**src/rtl/keypad_conditioner_pkg.sv**
```systemverilog
// Shared types and helpers for the front-panel keypad conditioner:
// digit FSM encodings, the default debounce depth and one-hot utilities.
package keypad_conditioner_pkg;

    localparam int DEBOUNCE_CYCLES_DEF = 3;
    localparam int NUM_DIGITS          = 10;
    localparam int IDX_W               = 4;

    typedef enum logic [2:0] {
        IDLE         = 3'd0,
        PRESS_WAIT   = 3'd1,
        HELD         = 3'd2,
        REJECT       = 3'd3,
        RELEASE_WAIT = 3'd4
    } digit_state_e;

    // True when exactly one digit line is active.
    function automatic logic is_one_hot(input logic [NUM_DIGITS-1:0] v);
        int n;
        n = 0;
        for (int i = 0; i < NUM_DIGITS; i++) begin
            if (v[i]) n++;
        end
        return (n == 1);
    endfunction

    // Index of the active line; only meaningful when the vector is one-hot.
    function automatic logic [IDX_W-1:0] one_hot_index(input logic [NUM_DIGITS-1:0] v);
        logic [IDX_W-1:0] idx;
        idx = '0;
        for (int i = 0; i < NUM_DIGITS; i++) begin
            if (v[i]) idx = IDX_W'(i);
        end
        return idx;
    endfunction

    // Rebuild the one-hot vector from a stored index, so the presented
    // keypad value can never be multi-hot.
    function automatic logic [NUM_DIGITS-1:0] index_to_one_hot(input logic [IDX_W-1:0] idx);
        return NUM_DIGITS'(1) << idx;
    endfunction

endpackage

```
**src/rtl/button_debounce.sv**
```systemverilog
// Single-button conditioner: 2-flop synchroniser followed by a counter
// debouncer. The output flips only after DEBOUNCE_CYCLES consecutive
// synchronised samples disagree with it; any agreeing sample restarts
// the count. ACTIVE_LOW inverts the presented level.
module button_debounce
    import keypad_conditioner_pkg::*;
#(
    parameter int DEBOUNCE_CYCLES = DEBOUNCE_CYCLES_DEF,
    parameter int CNT_W           = 3,
    parameter bit ACTIVE_LOW      = 1'b0
) (
    input  logic clock,
    input  logic resetn,
    input  logic raw,
    output logic level
);

    localparam logic [CNT_W-1:0] CNT_LAST = CNT_W'(DEBOUNCE_CYCLES - 1);

    logic             sync_q1;
    logic             s_level;
    logic             level_q;
    logic [CNT_W-1:0] cnt;

    // Bring the asynchronous button into the clock domain.
    always_ff @(posedge clock or negedge resetn) begin
        if (!resetn) begin
            sync_q1 <= 1'b0;
            s_level <= 1'b0;
        end else begin
            sync_q1 <= raw;
            s_level <= sync_q1;
        end
    end

    // Count disagreeing samples; accept the new level on the last one.
    always_ff @(posedge clock or negedge resetn) begin
        if (!resetn) begin
            level_q <= 1'b0;
            cnt     <= '0;
        end else if (s_level != level_q) begin
            if (cnt == CNT_LAST) begin
                level_q <= s_level;
                cnt     <= '0;
            end else begin
                cnt <= cnt + CNT_W'(1);
            end
        end else begin
            cnt <= '0;
        end
    end

    assign level = ACTIVE_LOW ? ~level_q : level_q;

endmodule

```
**src/rtl/keypad_conditioner.sv**
```systemverilog
// Front-panel conditioner for the microwave controller. Synchronises and
// debounces the ten digit keys through a single FSM that presents at most
// one digit, and runs start/stop/clear through independent debouncers.
// DEBOUNCE_CYCLES is expected to be at least 2 and to fit in CNT_W bits.
module keypad_conditioner
    import keypad_conditioner_pkg::*;
#(
    parameter int DEBOUNCE_CYCLES = DEBOUNCE_CYCLES_DEF,
    parameter int CNT_W           = 3
) (
    input  logic                  clock,
    input  logic                  resetn,
    input  logic [NUM_DIGITS-1:0] raw_digits,
    input  logic                  raw_start,
    input  logic                  raw_stop,
    input  logic                  raw_clear,
    output logic [NUM_DIGITS-1:0] keypad,
    output logic                  startn,
    output logic                  stopn,
    output logic                  clearn,
    output logic                  multi_key
);

    localparam logic [CNT_W-1:0] CNT_LAST = CNT_W'(DEBOUNCE_CYCLES - 1);
    localparam int               NUM_CMD  = 3;

    logic [NUM_DIGITS-1:0] d_sync1;
    logic [NUM_DIGITS-1:0] s_digits;

    digit_state_e          state;
    digit_state_e          state_nxt;
    logic [IDX_W-1:0]      latch_idx;
    logic [IDX_W-1:0]      latch_nxt;
    logic [CNT_W-1:0]      cnt;
    logic [CNT_W-1:0]      cnt_nxt;
    logic [CNT_W-1:0]      cnt_inc;

    logic                  s_one_hot;
    logic                  s_zero;
    logic                  s_match;
    logic [NUM_DIGITS-1:0] keypad_d;
    logic                  multi_d;

    // ------------------------------------------------------------------
    // Digit path
    // ------------------------------------------------------------------

    // Two-flop synchroniser across all digit lines.
    always_ff @(posedge clock or negedge resetn) begin
        if (!resetn) begin
            d_sync1  <= '0;
            s_digits <= '0;
        end else begin
            d_sync1  <= raw_digits;
            s_digits <= d_sync1;
        end
    end

    assign s_one_hot = is_one_hot(s_digits);
    assign s_zero    = (s_digits == '0);
    assign s_match   = (s_digits == index_to_one_hot(latch_idx));
    // Saturating increment so the counter can never wrap.
    assign cnt_inc   = (cnt == CNT_LAST) ? cnt : cnt + CNT_W'(1);

    // FSM state, latched digit index and debounce counter.
    always_ff @(posedge clock or negedge resetn) begin
        if (!resetn) begin
            state     <= IDLE;
            latch_idx <= '0;
            cnt       <= '0;
        end else begin
            state     <= state_nxt;
            latch_idx <= latch_nxt;
            cnt       <= cnt_nxt;
        end
    end

    // Next-state logic. The sample that enters PRESS_WAIT or RELEASE_WAIT
    // already counts as the first stable sample, so the counter reaching
    // DEBOUNCE_CYCLES-1 there marks DEBOUNCE_CYCLES samples in a row.
    // REJECT enters with no zero sample seen yet, so it counts one further.
    always_comb begin
        state_nxt = state;
        latch_nxt = latch_idx;
        cnt_nxt   = cnt;
        case (state)
            IDLE: begin
                cnt_nxt = '0;
                if (s_one_hot) begin
                    latch_nxt = one_hot_index(s_digits);
                    state_nxt = PRESS_WAIT;
                end else if (!s_zero) begin
                    state_nxt = REJECT;
                end
            end
            PRESS_WAIT: begin
                if (s_match) begin
                    cnt_nxt = cnt_inc;
                    if (cnt_inc == CNT_LAST) state_nxt = HELD;
                end else begin
                    cnt_nxt   = '0;
                    state_nxt = IDLE;
                end
            end
            HELD: begin
                cnt_nxt = '0;
                if (!s_match) state_nxt = RELEASE_WAIT;
            end
            RELEASE_WAIT: begin
                if (s_zero) begin
                    cnt_nxt = cnt_inc;
                    if (cnt_inc == CNT_LAST) begin
                        cnt_nxt   = '0;
                        state_nxt = IDLE;
                    end
                end else if (s_match) begin
                    cnt_nxt   = '0;
                    state_nxt = HELD;
                end else begin
                    cnt_nxt   = '0;
                    state_nxt = REJECT;
                end
            end
            REJECT: begin
                if (s_zero) begin
                    if (cnt == CNT_LAST) begin
                        cnt_nxt   = '0;
                        state_nxt = IDLE;
                    end else begin
                        cnt_nxt = cnt_inc;
                    end
                end else begin
                    cnt_nxt = '0;
                end
            end
            default: begin
                cnt_nxt   = '0;
                state_nxt = IDLE;
            end
        endcase
    end

    // Output decode from the next state so outputs change on the
    // transition edge itself.
    always_comb begin
        keypad_d = '0;
        multi_d  = 1'b0;
        case (state_nxt)
            HELD, RELEASE_WAIT: keypad_d = index_to_one_hot(latch_nxt);
            REJECT:             multi_d  = 1'b1;
            default: begin
                keypad_d = '0;
                multi_d  = 1'b0;
            end
        endcase
    end

    // Registered digit outputs; cleared immediately by reset.
    always_ff @(posedge clock or negedge resetn) begin
        if (!resetn) begin
            keypad    <= '0;
            multi_key <= 1'b0;
        end else begin
            keypad    <= keypad_d;
            multi_key <= multi_d;
        end
    end

    // At most one digit is ever presented downstream.
    a_keypad_onehot0 : assert property (@(posedge clock) disable iff (!resetn) $onehot0(keypad));

    // ------------------------------------------------------------------
    // Command buttons: independent, no priority between them.
    // ------------------------------------------------------------------

    logic [NUM_CMD-1:0] cmd_raw;
    logic [NUM_CMD-1:0] cmd_n;

    assign cmd_raw = {raw_clear, raw_stop, raw_start};

    for (genvar i = 0; i < NUM_CMD; i++) begin : g_cmd
        button_debounce #(
            .DEBOUNCE_CYCLES (DEBOUNCE_CYCLES),
            .CNT_W           (CNT_W),
            .ACTIVE_LOW      (1'b1)
        ) u_btn (
            .clock  (clock),
            .resetn (resetn),
            .raw    (cmd_raw[i]),
            .level  (cmd_n[i])
        );
    end

    assign startn = cmd_n[0];
    assign stopn  = cmd_n[1];
    assign clearn = cmd_n[2];

endmodule

```
**config.mk**
```make
export PLATFORM = sky130hd
export DESIGN_NAME = keypad_conditioner
export DESIGN_NICKNAME = d
export VERILOG_FILES = /design/src/rtl/keypad_conditioner_pkg.sv /design/src/rtl/button_debounce.sv /design/src/rtl/keypad_conditioner.sv
export SDC_FILE = /design/constraint.sdc
export NUM_CORES = 1
export LEC_CHECK = 0
export ABC_AREA = 1
export BUFFER_PORTS_ARGS = -buffer_cell sky130_fd_sc_hd__buf_4
export CORE_MARGIN = 1.5
export CORE_UTILIZATION = 60
export DETAILED_ROUTE_END_ITERATION = 12
export GPL_ROUTABILITY_DRIVEN = 0
export HOLD_SLACK_MARGIN = 0.03
export PLACE_DENSITY = 0.9
export REMOVE_ABC_BUFFERS = 1
export SLEW_MARGIN = 20
export SYNTH_ARGS = -nofsm -noshare
export SYNTH_HDL_FRONTEND = slang
export SYNTH_HIERARCHICAL = 1
export SYNTH_SLANG_ARGS = --single-unit
```
**constraint.sdc**
```tcl
create_clock -name clock -period 15.07 [get_ports clock]
set_input_delay 2.2605 -clock clock [delete_from_list [all_inputs] [get_ports clock]]
set_output_delay 2.2605 -clock clock [all_outputs]
set_load 0.1 [all_outputs]
```
==> run metrics <==
setup ws final=9480 ps; post-place setup slack=9580 ps; Req. time, crit path=15320 ps; htree depth=3; Tot GR Track Use=25.9%; Worst Max-Slew Pin Slew=697 ps; Hold Slack=346 ps; crit start category=flip-flop; first-pass GRT wire length=12400 µm; slew margin rel.=53.5%; vias in the first global route=2946; DR pass1 iterations=5; Die W=78.0 µm; Post-CTS Hold Buffers=0; post-layout minimum cycle time=5590 ps; peak supply drop=0.176 mV; crit share post-route=37.1%; FILL cells=409; HP Class=reg -> reg; synth unique cells=29; Final Hold Fails=0; Final Core Density=69.8%; FP Rows=27; Setup Viol. Count Final=0; post-synthesis cell count=449; FMAX=0.179 GHz; synthesized cell area=0.00337 mm²; CTS Buf Count=9; Synth Warn #=6; postcts setup bufs=0; Clock Sinks=59; Pwr Total=619 µW; Starting Density=61.6%; outcome=finished clean; largest net degree at the start of global routing=60; power per cell area=162 mW/mm²; CP max-delay cell=dfrtp_1; vias per cell=5.36; Antenna diodes=0; Routed WL per cell=12.7 µm; nets=514; P&R area growth vs syn=13.3%; DRC Markers=0; crit-path max cell delay=360 ps; most frequent CP cell=nand2_1; GR Overflow Total=0; CP endpoint kind=flip-flop; final wirelength=7140 µm; P_leak=2.11 nW; CTS root buffer=clkbuf_8; Die ar.=0.00608 mm²; initial antenna violation count=0; drt initial violations=169; port buffer count=28; Antenna Nets Post-Route=0; register area share after synthesis=43.8%; Die Ht=78.0 µm; Syn Area/Cell=7.51 µm²; worst-path fanout max=6; CTS tree=done; Worst-path clk slew=50 ps; Seq cells post-synth=59; DP HPWL=5100 µm; Setup TNS=0 ps; RSZ-0062 raised after global routing=no; core area=0.00547 mm²; clock tree buffer depth=2; I/O pins=29; Clk Latency, worst-skew pair=330 ps; Critical Path AT=5850 ps; Final Max Slew Viols=0; post-cts resize count=0; critical path class=reg -> reg; Vias=3016; layout cells sized above 1=16.1%; Setup Skew=7.54 ps; max cap viols=0
-- worst max-delay path, delay by kind of cell, from the launching register on --
family | cells | cell delay [ps]
compound gates | 2 | 220
buf+inv | 5 | 320
fa+ha+maj | 8 | 2270
flops | 1 | 360
simple gates | 22 | 2360
-- layout by cell type, fill, tap and decap left out, types with 2 or more instances in the layout --
master / count
clkbuf_1: 2
clkinv_2: 3
clkinv_1: 2
ha_1: 12
nand2_2: 19
buf_4: 28
clkbuf_8: 10
a21oi_1: 12
inv_2: 3
nor2_2: 5
nor3_1: 6
a31oi_1: 2
o21bai_1: 2
nand4_1: 9
nor4_1: 2
nor2_1: 47
nand3_2: 7
o31ai_1: 2
dfrtp_1: 59
xor2_1: 10
o21ai_0: 10
inv_1: 80
nand2_1: 116
nand3_1: 35
-- per-stage QoR --
| step | cell area [µm²] | instances |
|---|---|---|
| floorplan | 3360 | 448 |
| CTS | 3820 | 563 |
| global placement | 3660 | 548 |
| global route | 3820 | 563 |
| detailed placement | 3660 | 548 |
| finish | 3820 | 563 |
-- logic make-up (layout without fill, tap and decap cells) --
| logic type | after synthesis | in the layout | share of synthesized area, % |
|---|---|---|---|
| xor gates and xnor gates | 10 | 10 | 2.60 |
| buffers and inverters | 86 | 128 | 9.79 |
| AOI/OAI and AO/OA | 32 | 32 | 5.67 |
| DFF | 59 | 59 | 43.8 |
| adders and majority gates | 12 | 12 | 4.45 |
| and+or+nand+nor | 250 | 250 | 33.7 |
-- metal layers --
| metal | routed length, µm | GRT usage, % |
|---|---|---|
| met5 | 0 | 0 |
| met4 | 155 | 13.4 |
| met3 | 324 | 4.71 |
| met2 | 3660 | 46.2 |
| met1 | 3000 | 29.4 |
-- cell type report --
| class | count | area [µm²] | share of cell area (%) |
|---|---|---|---|
| clock buffers | 12 | 145 | 3.80 |
| well taps | 72 | 90.1 | 2.36 |
| multi-input cells | 304 | 1570 | 41.0 |
| flip-flops and latches | 59 | 1480 | 38.6 |
| inverters | 85 | 319 | 8.35 |
| repair buffers | 28 | 210 | 5.50 |
| clock inverters | 3 | 15.0 | 0.393 |
-- cell usage after synthesis --
cell	count	area (µm²)
a211o_1	1	8.76
nor2_1	47	176
nand2_1	116	435
or2_1	1	6.26
nand3_1	35	175
o21bai_1	2	15.0
a31oi_1	2	12.5
o21ai_1	1	5.00
a21oi_1	12	60.1
or2_2	1	6.26
nor3_1	6	30.0
xor2_1	10	87.6
dfrtp_1	59	1480
nor4_1	2	12.5
a21oi_2	1	8.76
nand3_2	7	70.1
inv_1	80	300
ha_1	12	150
clkinv_1	2	7.51
nor2_4	1	11.3
a21oi_4	1	16.3
o21ai_0	10	50.1
buf_6	1	11.3
nand2_2	19	119
o31ai_1	2	15.0
nand4_1	9	56.3
inv_2	3	11.3
nand3b_1	1	7.51
nor2_2	5	31.3
-- path summary, 6_finish.rpt --
path | startpoint | endpoint | slack [ps] | depth (start not counted)
worst max-delay path | s_digits[0] | keypad[1] | 9480 | 37
worst min-delay path | d_sync1[1] | s_digits[1] | 350 | 0
worst max register to register | s_digits[0] | keypad[1] | 9480 | 37
worst min register to register | d_sync1[1] | s_digits[1] | 350 | 0
max in group asynchronous | resetn | d_sync1[1] | 12630 | 1
min in group asynchronous | resetn | cnt[0] | 1960 | 1
-- state kept, by name (all words and copies together), names as in the netlist, 4 cells and up --
register,flops
g_cmd.u_btn/cnt,9
s_digits,10
keypad,10
d_sync1,10
latch_idx,4
-- power breakdown --
part,switching [mW],internal (mW)
clock network,0.0559,0.0623
logic,0.206,0.0752
registers,0.0303,0.189
total,0.293,0.327
Power figures use the tool's default switching activity.
